==> src/rtl/branch_predictor_gshare.sv <==
// ---------------------------------------------------------------------------
// branch_predictor_gshare
//
// Fetch-stage direction predictor. Classifies the fetched RV32 instruction
// by opcode and, one cycle later, presents a taken/not-taken prediction taken
// from a table of saturating counters (PHT). The PHT index is the word-aligned
// PC, optionally XORed with a speculative global history register (GHR).
// Resolution from execute trains the PHT, repairs the GHR after a mispredict,
// and drives two performance counters.
//
// Compile-time option:
//   BP_GSHARE_EN  defined   -> gshare: GHR present, index = pc bits ^ GHR
//                 undefined -> bimodal: no GHR, index = pc bits, pred_ghr_o = 0
//
// Parameters:
//   PHT_DEPTH  counter entries (power of two, >= 4); IDX_W = log2(PHT_DEPTH)
//   HIST_W     GHR width (1 .. IDX_W)
//   CTR_W      saturating counter width (>= 2)
//   STAT_W     performance counter width
//
// Ports:
//   clk_i                  clock, all state updates on the rising edge
//   rst_ni                 asynchronous active-low reset (release is synchronous)
//   lookup_valid_i         pc_i / instruction_i valid this cycle
//   pc_i                   fetch address
//   instruction_i          fetched instruction
//   is_branch_predicted_o  registered: instruction was branch / JAL / JALR
//   prediction_o           registered: predicted taken
//   pred_index_o           registered: PHT index used by the lookup
//   pred_ghr_o             registered: GHR before the lookup's speculative shift
//   upd_valid_i            resolution valid
//   upd_is_cond_i          resolved instruction was a conditional branch
//   upd_index_i            pred_index_o carried down the pipeline
//   upd_ghr_i              pred_ghr_o carried down the pipeline
//   upd_taken_i            actual direction
//   upd_mispredict_i       prediction differed from the actual direction
//   stat_lookups_o         lookups classified as branch / jump (wraps)
//   stat_mispredicts_o     resolutions flagged as mispredicted (wraps)
//
// Handshake: there is no back-pressure. A lookup is accepted on every rising
// edge where lookup_valid_i is high, and an update on every rising edge where
// upd_valid_i is high; both may occur in the same cycle.
// ---------------------------------------------------------------------------
module branch_predictor_gshare #(
    parameter int unsigned PHT_DEPTH = 256,
    parameter int unsigned HIST_W    = 8,
    parameter int unsigned CTR_W     = 2,
    parameter int unsigned STAT_W    = 32,
    localparam int unsigned IDX_W    = $clog2(PHT_DEPTH)
) (
    input  logic              clk_i,
    input  logic              rst_ni,

    input  logic              lookup_valid_i,
    input  logic [31:0]       pc_i,
    input  logic [31:0]       instruction_i,
    output logic              is_branch_predicted_o,
    output logic              prediction_o,
    output logic [IDX_W-1:0]  pred_index_o,
    output logic [HIST_W-1:0] pred_ghr_o,

    input  logic              upd_valid_i,
    input  logic              upd_is_cond_i,
    input  logic [IDX_W-1:0]  upd_index_i,
    input  logic [HIST_W-1:0] upd_ghr_i,
    input  logic              upd_taken_i,
    input  logic              upd_mispredict_i,

    output logic [STAT_W-1:0] stat_lookups_o,
    output logic [STAT_W-1:0] stat_mispredicts_o
);

    // -----------------------------------------------------------------------
    // Constants
    // -----------------------------------------------------------------------
    localparam logic [6:0] OPC_BRANCH = 7'b1100011;
    localparam logic [6:0] OPC_JAL    = 7'b1101111;
    localparam logic [6:0] OPC_JALR   = 7'b1100111;

    localparam logic [CTR_W-1:0] CTR_MAX  = {CTR_W{1'b1}};
    localparam logic [CTR_W-1:0] CTR_MIN  = {CTR_W{1'b0}};
    // Weakly not-taken: MSB clear, all lower bits set.
    localparam logic [CTR_W-1:0] CTR_INIT = {1'b0, {(CTR_W-1){1'b1}}};

    // -----------------------------------------------------------------------
    // Instruction classification
    // -----------------------------------------------------------------------
    logic [6:0] opcode;
    logic       is_cond;
    logic       is_uncond;
    logic       lookup_branch;

    assign opcode        = instruction_i[6:0];
    assign is_cond       = (opcode == OPC_BRANCH);
    assign is_uncond     = (opcode == OPC_JAL) || (opcode == OPC_JALR);
    assign lookup_branch = lookup_valid_i && (is_cond || is_uncond);

    // -----------------------------------------------------------------------
    // Pattern history table storage
    // -----------------------------------------------------------------------
    logic [CTR_W-1:0] pht_q [PHT_DEPTH];

    // -----------------------------------------------------------------------
    // Global history (gshare build only)
    // -----------------------------------------------------------------------
    logic [IDX_W-1:0] ghr_ext;     // GHR zero-extended to index width
    logic [IDX_W-1:0] lookup_idx;
    logic [CTR_W-1:0] lookup_ctr;
    logic             lookup_ctr_taken;

    assign lookup_idx       = pc_i[IDX_W+1:2] ^ ghr_ext;
    assign lookup_ctr       = pht_q[lookup_idx];
    assign lookup_ctr_taken = lookup_ctr[CTR_W-1];

`ifdef BP_GSHARE_EN
    logic [HIST_W-1:0] ghr_q;
    logic [HIST_W-1:0] ghr_d;
    logic [HIST_W-1:0] pred_ghr_q;

    always_comb begin
        ghr_ext               = '0;
        ghr_ext[HIST_W-1:0]   = ghr_q;
    end

    // Repair has priority over the speculative shift: the history rebuilt
    // from the resolved branch is authoritative, so a lookup in the same
    // cycle loses its shift. The oldest bit falls off the top on each shift.
    always_comb begin
        ghr_d = ghr_q;
        if (upd_valid_i && upd_mispredict_i) begin
            ghr_d = (upd_ghr_i << 1) | HIST_W'(upd_taken_i);
        end else if (lookup_valid_i && is_cond) begin
            ghr_d = (ghr_q << 1) | HIST_W'(lookup_ctr_taken);
        end
    end

    always_ff @(posedge clk_i or negedge rst_ni) begin
        if (!rst_ni) begin
            ghr_q      <= '0;
            pred_ghr_q <= '0;
        end else begin
            ghr_q      <= ghr_d;
            pred_ghr_q <= ghr_q;
        end
    end

    assign pred_ghr_o = pred_ghr_q;
`else
    // Bimodal: no history; the carried history input has no consumer.
    logic unused_ghr;

    assign ghr_ext    = '0;
    assign pred_ghr_o = '0;
    assign unused_ghr = ^upd_ghr_i;
`endif

    // -----------------------------------------------------------------------
    // Lookup output registers
    // -----------------------------------------------------------------------
    logic             is_branch_q, is_branch_d;
    logic             prediction_q, prediction_d;
    logic [IDX_W-1:0] pred_index_q;

    always_comb begin
        is_branch_d  = 1'b0;
        prediction_d = 1'b0;
        if (lookup_valid_i) begin
            if (is_cond) begin
                is_branch_d  = 1'b1;
                prediction_d = lookup_ctr_taken;
            end else if (is_uncond) begin
                is_branch_d  = 1'b1;
                prediction_d = 1'b1;
            end
        end
    end

    // pred_index loads every cycle, including non-branch and idle cycles.
    always_ff @(posedge clk_i or negedge rst_ni) begin
        if (!rst_ni) begin
            is_branch_q  <= 1'b0;
            prediction_q <= 1'b0;
            pred_index_q <= '0;
        end else begin
            is_branch_q  <= is_branch_d;
            prediction_q <= prediction_d;
            pred_index_q <= lookup_idx;
        end
    end

    assign is_branch_predicted_o = is_branch_q;
    assign prediction_o          = prediction_q;
    assign pred_index_o          = pred_index_q;

    // -----------------------------------------------------------------------
    // PHT training
    // -----------------------------------------------------------------------
    // The lookup read above uses pht_q directly, so a same-cycle lookup of the
    // entry being trained sees the pre-update value; the write lands at the
    // same edge.
    logic             pht_we;
    logic [CTR_W-1:0] upd_ctr;
    logic [CTR_W-1:0] upd_ctr_d;

    assign pht_we  = upd_valid_i && upd_is_cond_i;
    assign upd_ctr = pht_q[upd_index_i];

    always_comb begin
        upd_ctr_d = upd_ctr;
        if (upd_taken_i) begin
            if (upd_ctr != CTR_MAX) begin
                upd_ctr_d = upd_ctr + CTR_W'(1);
            end
        end else begin
            if (upd_ctr != CTR_MIN) begin
                upd_ctr_d = upd_ctr - CTR_W'(1);
            end
        end
    end

    always_ff @(posedge clk_i or negedge rst_ni) begin
        if (!rst_ni) begin
            for (int i = 0; i < int'(PHT_DEPTH); i++) begin
                pht_q[i] <= CTR_INIT;
            end
        end else if (pht_we) begin
            pht_q[upd_index_i] <= upd_ctr_d;
        end
    end

    // -----------------------------------------------------------------------
    // Performance counters (wrap modulo 2^STAT_W)
    // -----------------------------------------------------------------------
    logic [STAT_W-1:0] stat_lookups_q, stat_lookups_d;
    logic [STAT_W-1:0] stat_mispredicts_q, stat_mispredicts_d;

    always_comb begin
        stat_lookups_d     = stat_lookups_q;
        stat_mispredicts_d = stat_mispredicts_q;
        if (lookup_branch) begin
            stat_lookups_d = stat_lookups_q + STAT_W'(1);
        end
        // Counted in both builds, regardless of whether history is repaired.
        if (upd_valid_i && upd_mispredict_i) begin
            stat_mispredicts_d = stat_mispredicts_q + STAT_W'(1);
        end
    end

    always_ff @(posedge clk_i or negedge rst_ni) begin
        if (!rst_ni) begin
            stat_lookups_q     <= '0;
            stat_mispredicts_q <= '0;
        end else begin
            stat_lookups_q     <= stat_lookups_d;
            stat_mispredicts_q <= stat_mispredicts_d;
        end
    end

    assign stat_lookups_o     = stat_lookups_q;
    assign stat_mispredicts_o = stat_mispredicts_q;

    // -----------------------------------------------------------------------
    // Instruction and PC bits that play no part in prediction
    // -----------------------------------------------------------------------
    logic unused_bits;
    assign unused_bits = ^{pc_i[31:IDX_W+2], pc_i[1:0], instruction_i[31:7]};

endmodule

==> config.mk <==
export PLATFORM = sky130hd
export DESIGN_NAME = branch_predictor_gshare
export DESIGN_NICKNAME = d
export VERILOG_FILES = /design/src/rtl/branch_predictor_gshare.sv
export SDC_FILE = /design/constraint.sdc
export NUM_CORES = 1
export LEC_CHECK = 0
export ABC_CLOCK_PERIOD_IN_PS = 10300
export CAP_MARGIN = 20
export CORE_MARGIN = 2
export CORE_UTILIZATION = 60
export CTS_CLUSTER_SIZE = 10
export DETAILED_ROUTE_END_ITERATION = 8
export HOLD_SLACK_MARGIN = 0.1
export PLACE_DENSITY = 0.8
export SLEW_MARGIN = 10
export SYNTH_ARGS = -nofsm -noshare
export SYNTH_HDL_FRONTEND = slang
export SYNTH_SLANG_ARGS = --single-unit
==> constraint.sdc <==
create_clock -name clk_i -period 10.3 [get_ports clk_i]
set_input_delay 2.06 -clock clk_i [delete_from_list [all_inputs] [get_ports clk_i]]
set_output_delay 2.06 -clock clk_i [all_outputs]
set_load 0.1 [all_outputs]
=== After elaboration in Yosys (flattened, before gate mapping) ===
Cells that the tools add are included.

* Divide/modulo/power cells: 0
* Add/subtract/negate cells: 4
* Muxes and demuxes: 17
* Reduce and logical (&&, ||, !) cells: 7
* Eq/ne operators: 4
* Multipliers: 0
* Bitwise logic cells: 2
* Shift-type cells: 0
* $lt $le $gt $ge: 3

{| class="wikitable"
|+ Operators by type and width
! kind !! number
|-
| bitwise mux 512 bit || 1
|-
| adder 32 x 1 -> 32 bit, second input constant || 2
|-
| binary-select mux 2 bit (select 8 bit) || 2
|-
| == test 7 bit, second input constant || 3
|-
| greater-or-equal comparator 9 bit, second input constant || 2
|-
| NOT 8 -> 9 bit || 2
|-
| demux 2 bit (select 8 bit) || 1
|-
| 2-to-1 mux 2 bit || 8
|-
| less-than comparator 9 x 1 -> 1 bit, second input constant || 1
|-
| 2-to-1 mux 1 bit || 5
|-
| logical AND 1 bit || 4
|-
| adder 2 x 1 -> 2 bit, second input constant || 1
|-
| logical OR 1 bit || 2
|-
| inequality test 2 bit, second input constant || 1
|-
| nonzero test 2 bit || 1
|-
| subtractor 2 x 1 -> 2 bit, second input constant || 1
|}

* Output and inout port bits: 82
* Memories kept: 0
* Flip-flop bits (word level): 586
* Latch bits: 0
* Logic and storage cells: 298
* Bits in read-only memories: 0
* RAM bits: 0

=== Longest topological paths before layout ===
* Depth in word-level cells: 8
* Gate-level depth with buffers: 17
* Gate-level depth less buffers: 8

=== Worst setup path after synthesis ===
No wires, ideal clock.

* Path type: input-to-reg
* Start: input port upd_index_i[0]
* End: register pht_q[108] in the netlist's numbering
* Arrival time: 5.303 ns
* Path buffers: 8
* Setup time: 0.087 ns
* Stages: 16
* Slack: 4.910 ns
* Required time: 10.213 ns
* Cells stage by stage: buf_6 -> buf_6 -> buf_6 -> buf_2 -> buf_2 -> mux2i_1 -> nand2_1 -> nand4_1 -> nand4_1 -> or4_1 -> a2111o_1 -> maj3_2 -> buf_6 -> buf_6 -> buf_6 -> o31ai_2

* Word-level cells in the longest chain between the ends: 8
* Elaborated cells on any way between the ends: 17
* Classes of those cells: add/sub: 2; order compare: 2; eq/ne: 1; mux: 9; bitwise: 1; reduce/logical: 2

{| class="wikitable"
|+ RTL lines
! element !! line !! source
|-
| start: declaration || 64 || <nowiki>input logic [IDX_W-1:0] upd_index_i,</nowiki>
|-
| NOT 8 -> 9 bit (implied by the code) * || 206, 227 ||
|-
| binary-select mux 2 bit (select 8 bit) || 206 || <nowiki>assign upd_ctr = pht_q[upd_index_i];</nowiki>
|-
| 2-to-1 mux 2 bit (implied by the code) (2 in a row) || 206 ||
|-
| subtractor 2 x 1 -> 2 bit, or another cell as far along || 216 || <nowiki>upd_ctr_d = upd_ctr - CTR_W'(1);</nowiki>
|-
| 2-to-1 mux 2 bit, on equally long branches || 215, 211 ||
|-
| 2-to-1 mux 2 bit || 210 || <nowiki>if (upd_taken_i) begin</nowiki>
|-
| bitwise mux 512 bit * || 227 || <nowiki>pht_q[upd_index_i] <= upd_ctr_d;</nowiki>
|-
| end signal: indexed assignment || 227 ||
|-
| end: declaration || 101 || <nowiki>logic [CTR_W-1:0] pht_q [PHT_DEPTH];</nowiki>
|}

Mark *: on every way between the ends. The rest lies on a longest branch, timed or not. The select of a mux whose other input is x is not followed.
A chain may end at the register's enable or synchronous reset.

=== Final worst setup path ===
* Start: input port upd_index_i[2]
* End: register pht_q[197] in the netlist's numbering

Same word-level chain as after synthesis.

==> run summary <==
Crit end category: flip-flop
Clk_lat worst skew: 0.60 ns
Post-CTS Setup Bufs: 0
Post-route ant nets: 0
Die area: 53500 sq um
Psw: 1.54 mW
# setup viols final: 0
Hold Vio Cnt, Final: 0
Worst rel slew slack: 0.181
Cell row count: 83
Drt first pass iters: 9
Die X: 231 microns
Minimum clock period: 7.58 ns
Non-Filler Instances: 3442
Synth area leader: dfrtp_1
Avg Inst Size Synth: 11.1 sq um
EDFF count, synth: 0
Share of Yosys cell area claimed by the top area cell type: 0.267
Register area share after synthesis: 0.484
Pwr Density: 160 nW/um^2
Worst-Margin Slew: 1.23 ns
FF+latch count, synth: 586
Fin nets: 2818
Skew final: 0.0194 ns
Gpl congestion: 0.904
Via-to-Cell Ratio: 7.05
H-Tree Depth: 3
Initial antenna violation count: 1
Fillers: 3621
GRT Total Usage: 0.322
Crit-path max FO: 256
Main synth FF type: dfrtp_1
Share of cells above drive strength 1: 0.273
FF+latch area: 15000 sq um
Crit Path Class: input port to flip-flop
Clock transition at path regs: 0.06 ns
Area of the multi-input gates: 14600 sq um
Boundary Pins: 169
Clock power share: 0.401
Flop pwr share: 0.458
Synth Cell Area: 31000 sq um
CTS tree: built
Pins Over Slew Limit: 0
LEAKAGE: 13.2 nW
Net Sw Frac: 0.283
P_int: 3.92 mW
RSZ-0062 raised after global routing: false
1st-iter DRT viols: 3319
Area added between synthesis and finish: 10.3%
Vias: 24.3k
Detailed Route WL: 86.3 mm
Top-count cell post-synth: dfrtp_1
Yosys cell types: 63
CTS Hold Bufs: 0
Critical path launch point type: input port
Root buf cell: clkbuf_16
Setup Total Neg Slack: 0 ns
Asr flop ratio synth: 1.00
Placed wire-length estimate: 51.6 mm
Number of global-route vias before repair: 23.4k
Initial Utilization: 0.605
Commonest cells post-synth: 330 x dfrtp_1, 266 x a21oi_1, 259 x o21ai_0
Sink Count: 586
Fmax: 0.132 GHz
Core area: 51200 sq um
Worst min path class: flip-flop to flip-flop
Post_cts resized: 0
DRC: 0
Total CTS buffers: 69
Status: complete, no violations
CP required: 10.72 ns
Critical Path AT: 8.00 ns
Post-Syn Instances: 2793
Largest net degree at the start of global routing: 257
Max-cap viol count: 0
Die Ht: 231 microns
Comb pwr share: 0.141
Port Buffers: 103
First-pass GRT wire length: 133 mm
Max VDD drop: 0.128 mV
Max clock buf depth: 3
Largest cells by area after synthesis: dfrtp_1 27%, dfstp_2 22%, mux4_2 12%
Synth Warn #: 0
Total chip power: 5.46 mW
WL/cell: 25.1 microns
Placed Cells: 3331
Total grt overflow: 0
Final worst-path cycle share: 0.736
## power by group through the flow
| stage | Sequential [mW] | Clock (mW) | Combinational [mW] |
|---|---|---|---|
| global route | 2.51 | 2.31 | 0.810 |
| global placement | 2.52 | 0 | 0.728 |
| floorplan | 2.62 | 0 | 0.445 |
| finish | 2.50 | 2.19 | 0.768 |
| CTS | 2.50 | 2.21 | 0.751 |
| detailed placement | 2.53 | 0 | 0.748 |
## layout make-up
cell class                 count  share of cell area
sequential                   586               0.438
multi-input combinational   1883               0.427
clock buffer                  96              0.0550
timing repair buffer         178              0.0513
tap                          680              0.0249
clock inverter                 7             0.00157
inverter                      11             0.00121
antenna                        1           0.0000732
## final timing paths
path | endpoint | cells past startpoint | slack [ns] | startpoint
setup / recovery | pht_q[197]$_DFFE_PN0P_ | 11 | 2.72 | upd_index_i[2]
hold / removal | stat_mispredicts_o[31]$_DFFE_PN0P_ | 1 | 0.47 | stat_mispredicts_o[31]$_DFFE_PN0P_
setup reg to reg | pht_q[197]$_DFFE_PN0P_ | 9 | 5.36 | pht_q[217]$_DFFE_PN0P_
hold reg to reg | stat_mispredicts_o[31]$_DFFE_PN0P_ | 1 | 0.47 | stat_mispredicts_o[31]$_DFFE_PN0P_
max in group asynchronous | pht_q[139]$_DFFE_PN0P_ | 2 | 7.11 | rst_ni
min in group asynchronous | stat_mispredicts_o[16]$_DFFE_PN0P_ | 1 | 1.55 | rst_ni
## layer usage
metal / vias up / GRT usage / routed length, microns
met1: 12000 / 0.424 / 32200
met5: - / 0 / 0
li1: 10400 / - / -
met2: 1527 / 0.496 / 40200
met3: 340 / 0.0830 / 9440
met4: 0 / 0.168 / 4500
## cells in the final DEF (no fill, tap or decap), types with 6 or more instances in the layout
cell type,n
o21ai_0,259
nor4_1,7
and2_1,8
nor2b_1,11
buf_12,7
inv_1,9
a21oi_1,266
buf_4,63
and3_1,22
nand3_1,50
buf_8,7
xor2_1,13
o31ai_2,138
nand2b_1,6
clkbuf_16,71
nor2_1,201
clkdlybuf4s50_1,97
dfrtp_1,330
xnor2_1,49
a31oi_1,185
o31ai_1,87
nand2_1,155
mux4_2,167
nor3_1,9
nor2_2,11
clkbuf_1,24
dfstp_2,256
and4_1,7
mux2i_1,93
a22oi_1,38
conb_1,8
nand4_1,19
a2111oi_0,7
## cells by family (layout without fill, tap and decap cells)
kind of cell	after synthesis	count (layout)	share of synthesized area
other	1	9	0.000121
xor gates and xnor gates	62	62	0.0175
DFF	586	586	0.484
and+or+nand+nor	534	534	0.0768
buffers and inverters	331	292	0.0484
muxes	265	265	0.153
adders and majority gates	4	4	0.00149
AOI/OAI and AO/OA	1010	1010	0.219
## through the flow
step,util,area [sq um],worst slack [ns],hold WS (ns)
5_1_grt,0.667,34200,2.79,0.493
2_1_floorplan,-,31000,4.91,0.455
4_1_cts,0.665,34000,2.91,0.479
3_3_place_gp,0.627,32100,2.37,0.461
6_report,0.667,34200,2.72,0.469
3_5_place_dp,0.627,32100,2.31,0.471
## worst max-delay path, cell delays in order
cell and delay, ns:
clkdlybuf4s50_1 0.77, buf_4 0.43, and2_0 0.73, a22o_1 0.23, nor4_1 0.05, a2111oi_0 0.78, a32oi_1 0.30, a2111oi_1 1.02
maj3_4 0.42, buf_12 0.68, a21oi_1 0.22
## state kept, by name (all words and copies together), names as in the netlist
signal                 count
pred_index_o               8
prediction_o               1
is_branch_predicted_o      1
pht_q                    512
stat_lookups_o            32
stat_mispredicts_o        32
Note: power is estimated with default switching activity, not from simulation.
